## config.mk

```make
export PLATFORM = sky130hd
export DESIGN_NAME = sigmoid_pipe_flat
export DESIGN_NICKNAME = d
export VERILOG_FILES = /design/src/rtl/sigmoid_pkg.sv /design/src/rtl/sigmoid_pipe_if.sv /design/src/rtl/sigmoid_pwl_lane.sv /design/src/rtl/sigmoid_pipe.sv /design/src/flat_wrapper.sv
export SDC_FILE = /design/constraint.sdc
export NUM_CORES = 1
export LEC_CHECK = 0
export CORE_MARGIN = 1
export CORE_UTILIZATION = 53
export CTS_BUF_LIST = sky130_fd_sc_hd__clkbuf_8
export DETAILED_ROUTE_END_ITERATION = 6
export GPL_ROUTABILITY_DRIVEN = 0
export HOLD_SLACK_MARGIN = 0.15
export PLACE_DENSITY_LB_ADDON = 0.15
export SYNTH_ARGS = -nofsm -noshare
export SYNTH_HDL_FRONTEND = slang
export SYNTH_HIERARCHICAL = 1
export SYNTH_SLANG_ARGS = --single-unit
```

## constraint.sdc

```tcl
create_clock -name clk -period 2.7 [get_ports clk]
set_input_delay 0.81 -clock clk [delete_from_list [all_inputs] [get_ports clk]]
set_output_delay 0.81 -clock clk [all_outputs]
set_load 0.005 [all_outputs]
```

## src/rtl/sigmoid_pkg.sv

```systemverilog
// -----------------------------------------------------------------------------
// sigmoid_pkg
// Shared definitions for the piecewise-linear sigmoid pipeline:
//   - 2-bit segment encoding produced by the classify half of each lane
//   - segment thresholds and offsets expressed as functions of the number of
//     fractional input bits, so the lane can be re-parameterised
//   - Galois LFSR tap mask and single-step helper used by the optional
//     Bernoulli sampler
// No ports (package).
// -----------------------------------------------------------------------------
package sigmoid_pkg;

    // Segment of |x| selected in S1 and consumed in S2.
    typedef enum logic [1:0] {
        SEG_LO  = 2'd0,     // |x| <  1.0
        SEG_MID = 2'd1,     // 1.0   <= |x| < 2.375
        SEG_HI  = 2'd2,     // 2.375 <= |x| < 5.0
        SEG_SAT = 2'd3      // |x| >= 5.0
    } seg_t;

    // 16-bit right-shifting Galois LFSR, taps 16,14,13,11.
    localparam logic [15:0] LFSR_TAPS = 16'hB400;

    // Thresholds on |x| (inclusive lower bounds), FRAC_W fractional bits.
    function automatic int unsigned thr_sat(input int unsigned frac_w);
        return 32'd5 << frac_w;                 // 5.0
    endfunction

    function automatic int unsigned thr_hi(input int unsigned frac_w);
        return 32'd19 << (frac_w - 3);          // 2.375 = 19/8
    endfunction

    function automatic int unsigned thr_mid(input int unsigned frac_w);
        return 32'd1 << frac_w;                 // 1.0
    endfunction

    // Segment offsets, FRAC_W fractional bits.
    function automatic int unsigned off_hi(input int unsigned frac_w);
        return 32'd27 << (frac_w - 5);          // 0.84375 = 27/32
    endfunction

    function automatic int unsigned off_mid(input int unsigned frac_w);
        return 32'd5 << (frac_w - 3);           // 0.625 = 5/8
    endfunction

    function automatic int unsigned off_lo(input int unsigned frac_w);
        return 32'd1 << (frac_w - 1);           // 0.5
    endfunction

    // One Galois step: shift right, fold the tap mask in when a 1 falls out.
    function automatic logic [15:0] lfsr_step(input logic [15:0] s);
        return (s >> 1) ^ (s[0] ? LFSR_TAPS : 16'h0000);
    endfunction

endpackage

```

## src/rtl/sigmoid_pipe_if.sv

```systemverilog
// -----------------------------------------------------------------------------
// sigmoid_pipe_if
// Valid/ready bundle for the sigmoid pipeline: one input beat of LANES signed
// sums, one output beat of LANES unsigned probabilities plus sample bits.
//   in_valid / in_ready / in_sum            upstream (MAC accumulator) side
//   out_valid / out_ready / out_prob /
//   out_sample                              downstream (writeback) side
// Modports:
//   master - the environment driving sums and consuming probabilities
//   slave  - the sigmoid pipeline itself
// -----------------------------------------------------------------------------
interface sigmoid_pipe_if #(
    parameter int IN_W  = 16,
    parameter int OUT_W = 8,
    parameter int LANES = 4
);
    logic                   in_valid;
    logic                   in_ready;
    logic [LANES*IN_W-1:0]  in_sum;
    logic                   out_valid;
    logic                   out_ready;
    logic [LANES*OUT_W-1:0] out_prob;
    logic [LANES-1:0]       out_sample;

    modport master (
        output in_valid, in_sum, out_ready,
        input  in_ready, out_valid, out_prob, out_sample
    );

    modport slave (
        input  in_valid, in_sum, out_ready,
        output in_ready, out_valid, out_prob, out_sample
    );
endinterface

```

## src/rtl/sigmoid_pwl_lane.sv

```systemverilog
// -----------------------------------------------------------------------------
// sigmoid_pwl_lane
// Purely combinational single-lane piecewise-linear sigmoid, split in two
// halves around the S1 pipeline register owned by the parent:
//   classify half: x -> (s1_sign, s1_abs, s1_seg)
//   eval half    : (s2_sign, s2_abs, s2_seg) -> y
// Ports:
//   x        in  IN_W   signed sum, FRAC_W fractional bits
//   s1_sign  out 1      sign of x
//   s1_abs   out IN_W   |x|, most-negative input saturated to most-positive
//   s1_seg   out seg_t  segment of |x|
//   s2_sign  in  1      registered sign
//   s2_abs   in  IN_W   registered |x|
//   s2_seg   in  seg_t  registered segment
//   y        out OUT_W  unsigned probability, all-ones means 1.0
// -----------------------------------------------------------------------------
module sigmoid_pwl_lane
    import sigmoid_pkg::*;
#(
    parameter int IN_W   = 16,
    parameter int FRAC_W = 8,
    parameter int OUT_W  = 8
) (
    input  logic [IN_W-1:0]  x,
    output logic             s1_sign,
    output logic [IN_W-1:0]  s1_abs,
    output seg_t             s1_seg,
    input  logic             s2_sign,
    input  logic [IN_W-1:0]  s2_abs,
    input  seg_t             s2_seg,
    output logic [OUT_W-1:0] y
);

    // One guard bit above IN_W keeps offset additions and the 1.0 compare
    // free of wrap-around.
    localparam logic [IN_W:0] T_SAT   = (IN_W+1)'(thr_sat(FRAC_W));
    localparam logic [IN_W:0] T_HI    = (IN_W+1)'(thr_hi(FRAC_W));
    localparam logic [IN_W:0] T_MID   = (IN_W+1)'(thr_mid(FRAC_W));
    localparam logic [IN_W:0] OFF_HI  = (IN_W+1)'(off_hi(FRAC_W));
    localparam logic [IN_W:0] OFF_MID = (IN_W+1)'(off_mid(FRAC_W));
    localparam logic [IN_W:0] OFF_LO  = (IN_W+1)'(off_lo(FRAC_W));
    localparam logic [IN_W:0] ONE     = (IN_W+1)'(thr_mid(FRAC_W));

    localparam logic [IN_W-1:0] MOST_NEG = {1'b1, {(IN_W-1){1'b0}}};
    localparam logic [IN_W-1:0] MOST_POS = {1'b0, {(IN_W-1){1'b1}}};

    // Dropping fractional bits from FRAC_W down to OUT_W.
    localparam int SHIFT = FRAC_W - OUT_W;

    // ---------------- classify half (feeds S1) ----------------
    always_comb begin
        s1_sign = x[IN_W-1];
        // -(-2^(IN_W-1)) is not representable; pin it to the largest positive.
        if (x == MOST_NEG) begin
            s1_abs = MOST_POS;
        end else if (s1_sign) begin
            s1_abs = -x;
        end else begin
            s1_abs = x;
        end

        if ({1'b0, s1_abs} >= T_SAT) begin
            s1_seg = SEG_SAT;
        end else if ({1'b0, s1_abs} >= T_HI) begin
            s1_seg = SEG_HI;
        end else if ({1'b0, s1_abs} >= T_MID) begin
            s1_seg = SEG_MID;
        end else begin
            s1_seg = SEG_LO;
        end
    end

    // ---------------- eval half (feeds S2) ----------------
    logic [IN_W:0]    ypos_full;    // y+ at FRAC_W fractional bits
    logic [OUT_W-1:0] ypos_trunc;
    logic [OUT_W-1:0] ypos;

    always_comb begin
        case (s2_seg)
            SEG_HI:  ypos_full = {1'b0, s2_abs >> 5} + OFF_HI;
            SEG_MID: ypos_full = {1'b0, s2_abs >> 3} + OFF_MID;
            SEG_LO:  ypos_full = {1'b0, s2_abs >> 2} + OFF_LO;
            default: ypos_full = ONE;
        endcase
    end

    assign ypos_trunc = ypos_full[SHIFT +: OUT_W];
    // 1.0 itself does not fit in Q0.OUT_W; clamp to all-ones.
    assign ypos       = (ypos_full >= ONE) ? {OUT_W{1'b1}} : ypos_trunc;
    // all-ones minus y+ is a bitwise complement, so the fold can never wrap.
    assign y          = s2_sign ? ~ypos : ypos;

endmodule

```

## src/rtl/sigmoid_pipe.sv

```systemverilog
// -----------------------------------------------------------------------------
// sigmoid_pipe
// Two-stage, LANES-wide piecewise-linear sigmoid between the MAC accumulator
// and the unit-state writeback. S1 holds sign, |x| and segment per lane; S2
// holds the final probability (and optional sample) per lane. All lanes share
// one valid/ready handshake. Latency 2 cycles, throughput 1 beat/cycle, bubbles
// collapse, outputs hold steady while stalled.
// Ports:
//   clk    in  1                rising-edge clock
//   rst_n  in  1                asynchronous active-low reset
//   bus    sigmoid_pipe_if.slave
//          in_valid/in_ready/in_sum (LANES*IN_W, lane i at [i*IN_W +: IN_W])
//          out_valid/out_ready/out_prob (LANES*OUT_W) /out_sample (LANES)
// Build option:
//   SIGMOID_SAMPLE_EN  when defined, a 16-bit Galois LFSR draws one Bernoulli
//                      sample per lane (out_sample[i] = y_i > r_i). Undefined:
//                      no LFSR, out_sample is constant 0.
// -----------------------------------------------------------------------------
module sigmoid_pipe
    import sigmoid_pkg::*;
#(
    parameter int          IN_W      = 16,
    parameter int          FRAC_W    = 8,
    parameter int          OUT_W     = 8,
    parameter int          LANES     = 4,
    parameter logic [15:0] LFSR_SEED = 16'hACE1
) (
    input  logic          clk,
    input  logic          rst_n,
    sigmoid_pipe_if.slave bus
);

    // ---------------- handshake ----------------
    logic s1_valid_reg;
    logic s2_valid_reg;
    logic s2_adv;       // S2 may take a new value this cycle
    logic s1_adv;       // S1 content moves into S2 this cycle
    logic in_ready;
    logic s1_load;      // a new beat is accepted into S1

    assign s2_adv   = ~s2_valid_reg | bus.out_ready;
    assign s1_adv   = s1_valid_reg & s2_adv;
    assign in_ready = ~s1_valid_reg | s2_adv;
    assign s1_load  = bus.in_valid & in_ready;

    assign bus.in_ready  = in_ready;
    assign bus.out_valid = s2_valid_reg;

    always_ff @(posedge clk or negedge rst_n) begin
        if (!rst_n) begin
            s1_valid_reg <= 1'b0;
            s2_valid_reg <= 1'b0;
        end else begin
            if (in_ready) begin
                s1_valid_reg <= bus.in_valid;
            end
            if (s2_adv) begin
                s2_valid_reg <= s1_valid_reg;
            end
        end
    end

    // ---------------- per-lane datapath ----------------
    logic [LANES-1:0][OUT_W-1:0] prob_pack;
    logic [LANES-1:0][OUT_W-1:0] y_pack;

    genvar gi;
    generate
        for (gi = 0; gi < LANES; gi++) begin : g_lane
            logic             sign_next;
            logic [IN_W-1:0]  abs_next;
            seg_t             seg_next;
            logic             sign_reg;
            logic [IN_W-1:0]  abs_reg;
            seg_t             seg_reg;
            logic [OUT_W-1:0] y_next;
            logic [OUT_W-1:0] prob_reg;

            sigmoid_pwl_lane #(
                .IN_W   (IN_W),
                .FRAC_W (FRAC_W),
                .OUT_W  (OUT_W)
            ) u_lane (
                .x       (bus.in_sum[gi*IN_W +: IN_W]),
                .s1_sign (sign_next),
                .s1_abs  (abs_next),
                .s1_seg  (seg_next),
                .s2_sign (sign_reg),
                .s2_abs  (abs_reg),
                .s2_seg  (seg_reg),
                .y       (y_next)
            );

            always_ff @(posedge clk or negedge rst_n) begin
                if (!rst_n) begin
                    sign_reg <= 1'b0;
                    abs_reg  <= '0;
                    seg_reg  <= SEG_LO;
                    prob_reg <= '0;
                end else begin
                    if (s1_load) begin
                        sign_reg <= sign_next;
                        abs_reg  <= abs_next;
                        seg_reg  <= seg_next;
                    end
                    if (s1_adv) begin
                        prob_reg <= y_next;
                    end
                end
            end

            assign prob_pack[gi] = prob_reg;
            assign y_pack[gi]    = y_next;
        end
    endgenerate

    assign bus.out_prob = prob_pack;

`ifdef SIGMOID_SAMPLE_EN
    // ---------------- Bernoulli sampler ----------------
    // The LFSR is unrolled LANES steps per S2 load; lane i draws from the
    // state after step i+1 (chain index gi+1). It only moves when S2 loads,
    // so a stall never changes the drawn sequence.
    logic [15:0]                 lfsr_reg;
    logic [LANES:0][15:0]        lfsr_chain;
    logic [LANES-1:0]            sample_next;
    logic [LANES-1:0]            sample_reg;

    assign lfsr_chain[0] = lfsr_reg;

    generate
        for (gi = 0; gi < LANES; gi++) begin : g_samp
            assign lfsr_chain[gi+1] = lfsr_step(lfsr_chain[gi]);
            assign sample_next[gi]  = (y_pack[gi] > lfsr_chain[gi+1][15 -: OUT_W]);
        end
    endgenerate

    always_ff @(posedge clk or negedge rst_n) begin
        if (!rst_n) begin
            lfsr_reg   <= LFSR_SEED;
            sample_reg <= '0;
        end else if (s1_adv) begin
            lfsr_reg   <= lfsr_chain[LANES];
            sample_reg <= sample_next;
        end
    end

    assign bus.out_sample = sample_reg;
`else
    // The S2 results are only needed for out_prob in this build.
    logic unused_y;
    assign unused_y       = ^y_pack;
    assign bus.out_sample = '0;
`endif

endmodule
```

## src/flat_wrapper.sv

```systemverilog
// flat-port wrapper written by rule: the top's interface ports become plain ports
module sigmoid_pipe_flat import sigmoid_pkg::*;
#(
    parameter int          IN_W      = 16,
    parameter int          FRAC_W    = 8,
    parameter int          OUT_W     = 8,
    parameter int          LANES     = 4,
    parameter logic [15:0] LFSR_SEED = 16'hACE1
)
  (clk, rst_n, bus_in_valid, bus_in_sum, bus_out_ready, bus_in_ready, bus_out_valid, bus_out_prob, bus_out_sample);
  sigmoid_pipe_if #(.IN_W(IN_W), .OUT_W(OUT_W), .LANES(LANES)) bus_i ();
  input  logic clk;
  input  logic rst_n;
  input wire logic [$bits(bus_i.in_valid)-1:0] bus_in_valid;
  input wire logic [$bits(bus_i.in_sum)-1:0] bus_in_sum;
  input wire logic [$bits(bus_i.out_ready)-1:0] bus_out_ready;
  output wire logic [$bits(bus_i.in_ready)-1:0] bus_in_ready;
  output wire logic [$bits(bus_i.out_valid)-1:0] bus_out_valid;
  output wire logic [$bits(bus_i.out_prob)-1:0] bus_out_prob;
  output wire logic [$bits(bus_i.out_sample)-1:0] bus_out_sample;
  assign bus_i.in_valid = bus_in_valid;
  assign bus_i.in_sum = bus_in_sum;
  assign bus_i.out_ready = bus_out_ready;
  assign bus_in_ready = bus_i.in_ready;
  assign bus_out_valid = bus_i.out_valid;
  assign bus_out_prob = bus_i.out_prob;
  assign bus_out_sample = bus_i.out_sample;
  sigmoid_pipe #(.IN_W(IN_W), .FRAC_W(FRAC_W), .OUT_W(OUT_W), .LANES(LANES), .LFSR_SEED(LFSR_SEED)) u_core (.clk(clk), .rst_n(rst_n), .bus(bus_i));
endmodule
```

## After elaboration in Yosys (flattened, before gate mapping)

Cells that the tools add are included.

| word-level totals | value |
|---|---|
| bits in registers | 110 |
| bits in latches | 0 |
| bits in writable memories | 0 |
| memory bits (read-only) | 0 |
| output and inout bits | 38 |
| memories | 0 |

| operators by class | value |
|---|---|
| add/subtract/negate cells | 16 |
| $mul | 0 |
| div/mod/pow operators | 0 |
| magnitude comparators | 16 |
| equality and inequality tests | 12 |
| shifts and indexed selects | 0 |
| muxes and demuxes | 32 |
| bitwise gates (word level) | 10 |
| reduce and logical (&&, ||, !) cells | 4 |

Operators with widths:

| operator | count |
|---|---|
| case mux 15 bit (3 select lines) | 4 |
| 2-to-1 mux 16 bit | 8 |
| >= comparator 17 x 9 -> 1 bit, second input constant | 4 |
| == test 16 bit, second input constant | 4 |
| >= comparator 16 x 10 -> 1 bit, second input constant | 4 |
| >= comparator 16 x 11 -> 1 bit, second input constant | 4 |
| >= comparator 16 x 9 -> 1 bit, second input constant | 4 |
| 2-to-1 mux 8 bit | 8 |
| negator 16 bit | 4 |
| adder 14 x 8 -> 15 bit, second input constant | 4 |
| adder 13 x 8 -> 14 bit, second input constant | 4 |
| adder 11 x 8 -> 12 bit, second input constant | 4 |
| inverter 8 bit | 4 |
| 2-to-1 mux 2 bit | 8 |
| == test 2 x 1 -> 1 bit, second input constant | 4 |
| == test 2 bit, second input constant | 4 |
| logical NOT 2 bit | 4 |
| 2-to-1 mux 1 bit | 4 |
| AND 1 bit | 2 |
| inverter 1 bit | 2 |
| OR 1 bit | 2 |

## Depth between registers and ports, before layout

| logic depth | value |
|---|---|
| word-level depth | 7 |
| depth in mapped cells | 12 |
| depth with buffers taken out | 10 |

## Cells and area by module

The synthesis kept the hierarchy.

By module, submodules not included:

| module | times used | cells each | area an instance (µm²) | seq. area each (µm²) |
|---|---|---|---|---|
| sigmoid_pipe | 1 | 240 | 4346.7 | 2752.6 |
| sigmoid_pwl_lane at u_core.g_lane[0].u_lane ... | 3 | 175 | 1167.4 | 0.0 |
| sigmoid_pwl_lane at u_core.g_lane[2].u_lane | 1 | 175 | 1134.8 | 0.0 |

## Worst setup path before layout

Ideal clock, no wire load.

| path | value |
|---|---|
| path type | in2reg |
| start | in bus_in_sum[38] |
| end | reg u_core.g_lane[2].seg_reg[0] |
| library setup time | 125 ps |
| data arrival time | 2938 ps |
| required time | 2575 ps |
| setup slack | -363 ps |
| cell stages on the path | 10 |
| buffers on the path | 3 |
| cells stage by stage | or4_1 > buf_2 > or4_4 > buf_6 > or2_4 > buf_6 > nand2_4 > and3_1 > o21ai_1 > mux2_2 |

| between the ends | value |
|---|---|
| word-level cells in the longest chain between the ends | 7 |

RTL lines:

| element | line | text |
|---|---|---|
| from (decl) | flat_wrapper.sv:15 | `input wire logic [$bits(bus_i.in_sum)-1:0] bus_in_sum;` |
| negator 16 bit | sigmoid_pwl_lane.sv:57 | `s1_abs = -x;` |
| 2-to-1 mux 16 bit | sigmoid_pwl_lane.sv:56 | `end else if (s1_sign) begin` |
| 2-to-1 mux 16 bit * | sigmoid_pwl_lane.sv:54 | `if (x == MOST_NEG) begin` |
| via u_core.g_lane[2].abs_next[9] | sigmoid_pipe.sv:71 | `logic [IN_W-1:0] abs_next;` |
| >= comparator 16 x 9 -> 1 bit | sigmoid_pwl_lane.sv:66 | `end else if ({1'b0, s1_abs} >= T_MID) begin` |
| 2-to-1 mux 1 bit | sigmoid_pwl_lane.sv:66 |  |
| 2-to-1 mux 2 bit | sigmoid_pwl_lane.sv:64 | `end else if ({1'b0, s1_abs} >= T_HI) begin` |
| 2-to-1 mux 2 bit * | sigmoid_pwl_lane.sv:62 | `if ({1'b0, s1_abs} >= T_SAT) begin` |
| via u_core.g_lane[2].seg_next[0] | sigmoid_pipe.sv:72 | `seg_t seg_next;` |
| to (signal assigned) | sigmoid_pipe.sv:104 | `seg_reg <= seg_next;` |
| to (decl) | sigmoid_pipe.sv:75 | `seg_t seg_reg;` |

The timed path passes the listed nets; every way through them passes the cells marked *.
A chain may end at the register's enable or synchronous reset.

## Worst setup path after layout

| path | value |
|---|---|
| start | in bus_in_sum[25] |
| end | reg u_core.g_lane[1].seg_reg[0] |

| between the ends | value |
|---|---|
| word-level cells in the longest chain between the ends | 7 |

RTL lines:

| element | line |
|---|---|
| negator 16 bit | sigmoid_pwl_lane.sv:57 |
| 2-to-1 mux 16 bit | sigmoid_pwl_lane.sv:56 |
| 2-to-1 mux 16 bit * | sigmoid_pwl_lane.sv:54 |
| >= comparator 16 x 9 -> 1 bit | sigmoid_pwl_lane.sv:66 |
| 2-to-1 mux 1 bit | sigmoid_pwl_lane.sv:66 |
| 2-to-1 mux 2 bit | sigmoid_pwl_lane.sv:64 |
| 2-to-1 mux 2 bit * | sigmoid_pwl_lane.sv:62 |
| via u_core.g_lane[1].seg_next[0] | sigmoid_pipe.sv:72 |
| to (signal assigned) | sigmoid_pipe.sv:104 |
| to (decl) | sigmoid_pipe.sv:75 |

Marked as above.

==> flow_summary.toml <==
[sta]
post-route-period-util_pct = 99.46
fmax_mhz = 372.4
period_needed_ns = 2.686
final.setup.worst_slack_ns = 0.01446
hold_viol = 0
finClkSkew_ns = 0.006455
rsz0062_at_grt = "yes"
drv_slew = 0
worst_pin_slew_ns = 0.5839
relSlewSlack_pct = 61.07
setup_violations = 0

[power]
power_frac_comb_pct = 43.7
switching_power_mw = 1.808
irDropWorstVdd_mv = 0.2895
p_leak_nw = 5.174
clock_power_share_pct = 16.2
netSwitchingFraction_pct = 33.52
seqPwrFrac_pct = 40.0
power_density_nw_per_um2 = 457.8
internal_power_mw = 3.586

[routing]
dr.pass1.iters = 5
vias_per_cell = 5.598
drc = 0
via_count = 7792
postRouteAntennaNets = 0
wl_mm = 21.06
drt_iter0_drc = 610
post_drt_wl_per_cell_um = 15.13

[clock_network]
cts_max_path_buffers = 2
clkTransAtPathRegs_ns = 0.09
holdBufCountCts = 0
clock_latency_ns = 0.37
numCtsBuffers = 9
cts_sinks = 102
h-tree-depth = 3
cts-root-buf = "clkbuf_8"
cts_tree = "yes"

[place]
portBuffers = 101
place_hpwl_mm = 15.03
post-place-ws_ns = -0.7635
dp_cells = 1358
placed_cell_area_um2 = 11020

[final_layout]
fin_cells = 1392
final_util_pct = 74.18
n_antenna_cell = 0
drive_above_1_share_pct = 37.59
largest_reg_flops = 56
fin_area_um2 = 11780
nNetsFinal = 1265
area_growth_pct = 36.79

[floorplan]
die_x_um = 129.5
rows = 46
fp.coreArea_um2 = 15890
top_level_ports = 106
dieArea_um2 = 16770
die_h_um = 129.5
initial_core_util_pct = 54.23

[grt]
grt_overflow_total = 0
grtUsageTotal_pct = 25.05
antenna_found_initial = 0
grt_pass1_wl_mm = 34.26
grt_max_degree = 103
first_global_vias = 7487

[flow_run]
max-cap-violations = 0

[yosys]
ys.warnings.count = 6
netlist_instances = 912
netlist_area_um2 = 8615
post_synth.cell_area_avg_um2 = 9.446

[outcome]
outcome = "finished clean"

[setup_path]
path_max_fanout = 3
worstPathRequired_ns = 2.97
critPathArrivalTime_ns = 2.95
cp-start-kind = "input pin"
end_kind = "flip-flop"
critPathKind = "input pin to flip-flop"

[hold_path]
hold_path.class = "input pin to async pin"
## metal layers
metal	GRT usage (%)	vias up	share of wire, %
met5	0	-	0
met4	7.661	0	1.7
met3	3.551	33	2.7
met2	45.10	153	51
met1	30.95	3761	44
li1	-	3845	-
## path summary, 6_finish.rpt
kind / from / end / cells after the start / slack [ns]
worst max-delay path: bus_in_sum[25] / u_core/g_lane[1].seg_reg[0]$_DFFE_PN0P_ / 9 / 0.01
min in group clk: u_core/g_lane[0].prob_reg[1]$_DFFE_PN0P_ / u_core/g_lane[0].prob_reg[1]$_DFFE_PN0P_ / 1 / 0.51
max in group asynchronous: rst_n / u_core/g_lane[2].abs_reg[7]$_DFFE_PN0P_ / 2 / 1.77
worst max register to register: u_core/g_lane[1].abs_reg[8]$_DFFE_PN0P_ / u_core/g_lane[1].prob_reg[3]$_DFFE_PN0P_ / 8 / 0.06
worst min-delay path: rst_n / u_core/g_lane[0].abs_reg[3]$_DFFE_PN0P_ / 2 / 0.46
worst min register to register: u_core/g_lane[0].prob_reg[1]$_DFFE_PN0P_ / u_core/g_lane[0].prob_reg[1]$_DFFE_PN0P_ / 1 / 0.51
## repair_timing
action	in CTS	in global routing
resized for setup	128	74
cloned	0	0
pin swaps	51	57
setup endpoints to repair	31	26
buffers inserted	11	9
## metrics by stage
step	hold WS, ns	TNS (ns)	power, mW
4_1_cts	0.5123	0	5.333
2_1_floorplan	0.4710	-1.502	3.407
5_1_grt	0.5273	-0.4625	5.728
3_5_place_dp	0.4919	-24.49	4.427
6_report	0.4584	0	5.394
3_3_place_gp	0.4869	-22.61	4.347
## power by group through the flow
stage / combinational, mW / clock [mW] / sequential (mW)
finish: 2.36 / 0.875 / 2.16
floorplan: 1.32 / 0 / 2.09
detailed placement: 2.24 / 0 / 2.19
CTS: 2.28 / 0.900 / 2.16
global placement: 2.18 / 0 / 2.17
global route: 2.56 / 0.958 / 2.21
## cell type report
cell class	instances	area (um^2)
clock buffers	10	137.6
clock inverters	4	25.02
fillers	1198	4101
inverters	27	106.4
multi-input cells	726	6080
flip-flops and latches	102	2554
well taps	216	270.3
repair buffers	307	2611
## critical path, cell delays in order
cell	delay, ns
clkdlybuf4s50_1	0.43
nor3_1	0.20
buf_4	0.15
nor4b_4	0.30
a31oi_1	0.15
o22a_1	0.22
nor3_4	0.24
nand3b_1	0.16
mux2_4	0.29
## cell usage in the layout (no fill, tap or decap), types with 16 or more instances in the layout
master	count
o22ai_1	18
o31ai_1	16
clkdlybuf4s50_1	63
nor3_1	39
a21oi_1	50
mux2_2	64
mux2_4	43
dfrtp_1	101
ha_1	20
mux2i_1	17
nand2_1	74
nor2_1	32
xor2_1	24
nand2b_1	29
inv_1	20
nor2b_1	23
buf_4	195
a211oi_1	18
xnor2_1	51
No activity file was read; power rests on OpenSTA's default activity.
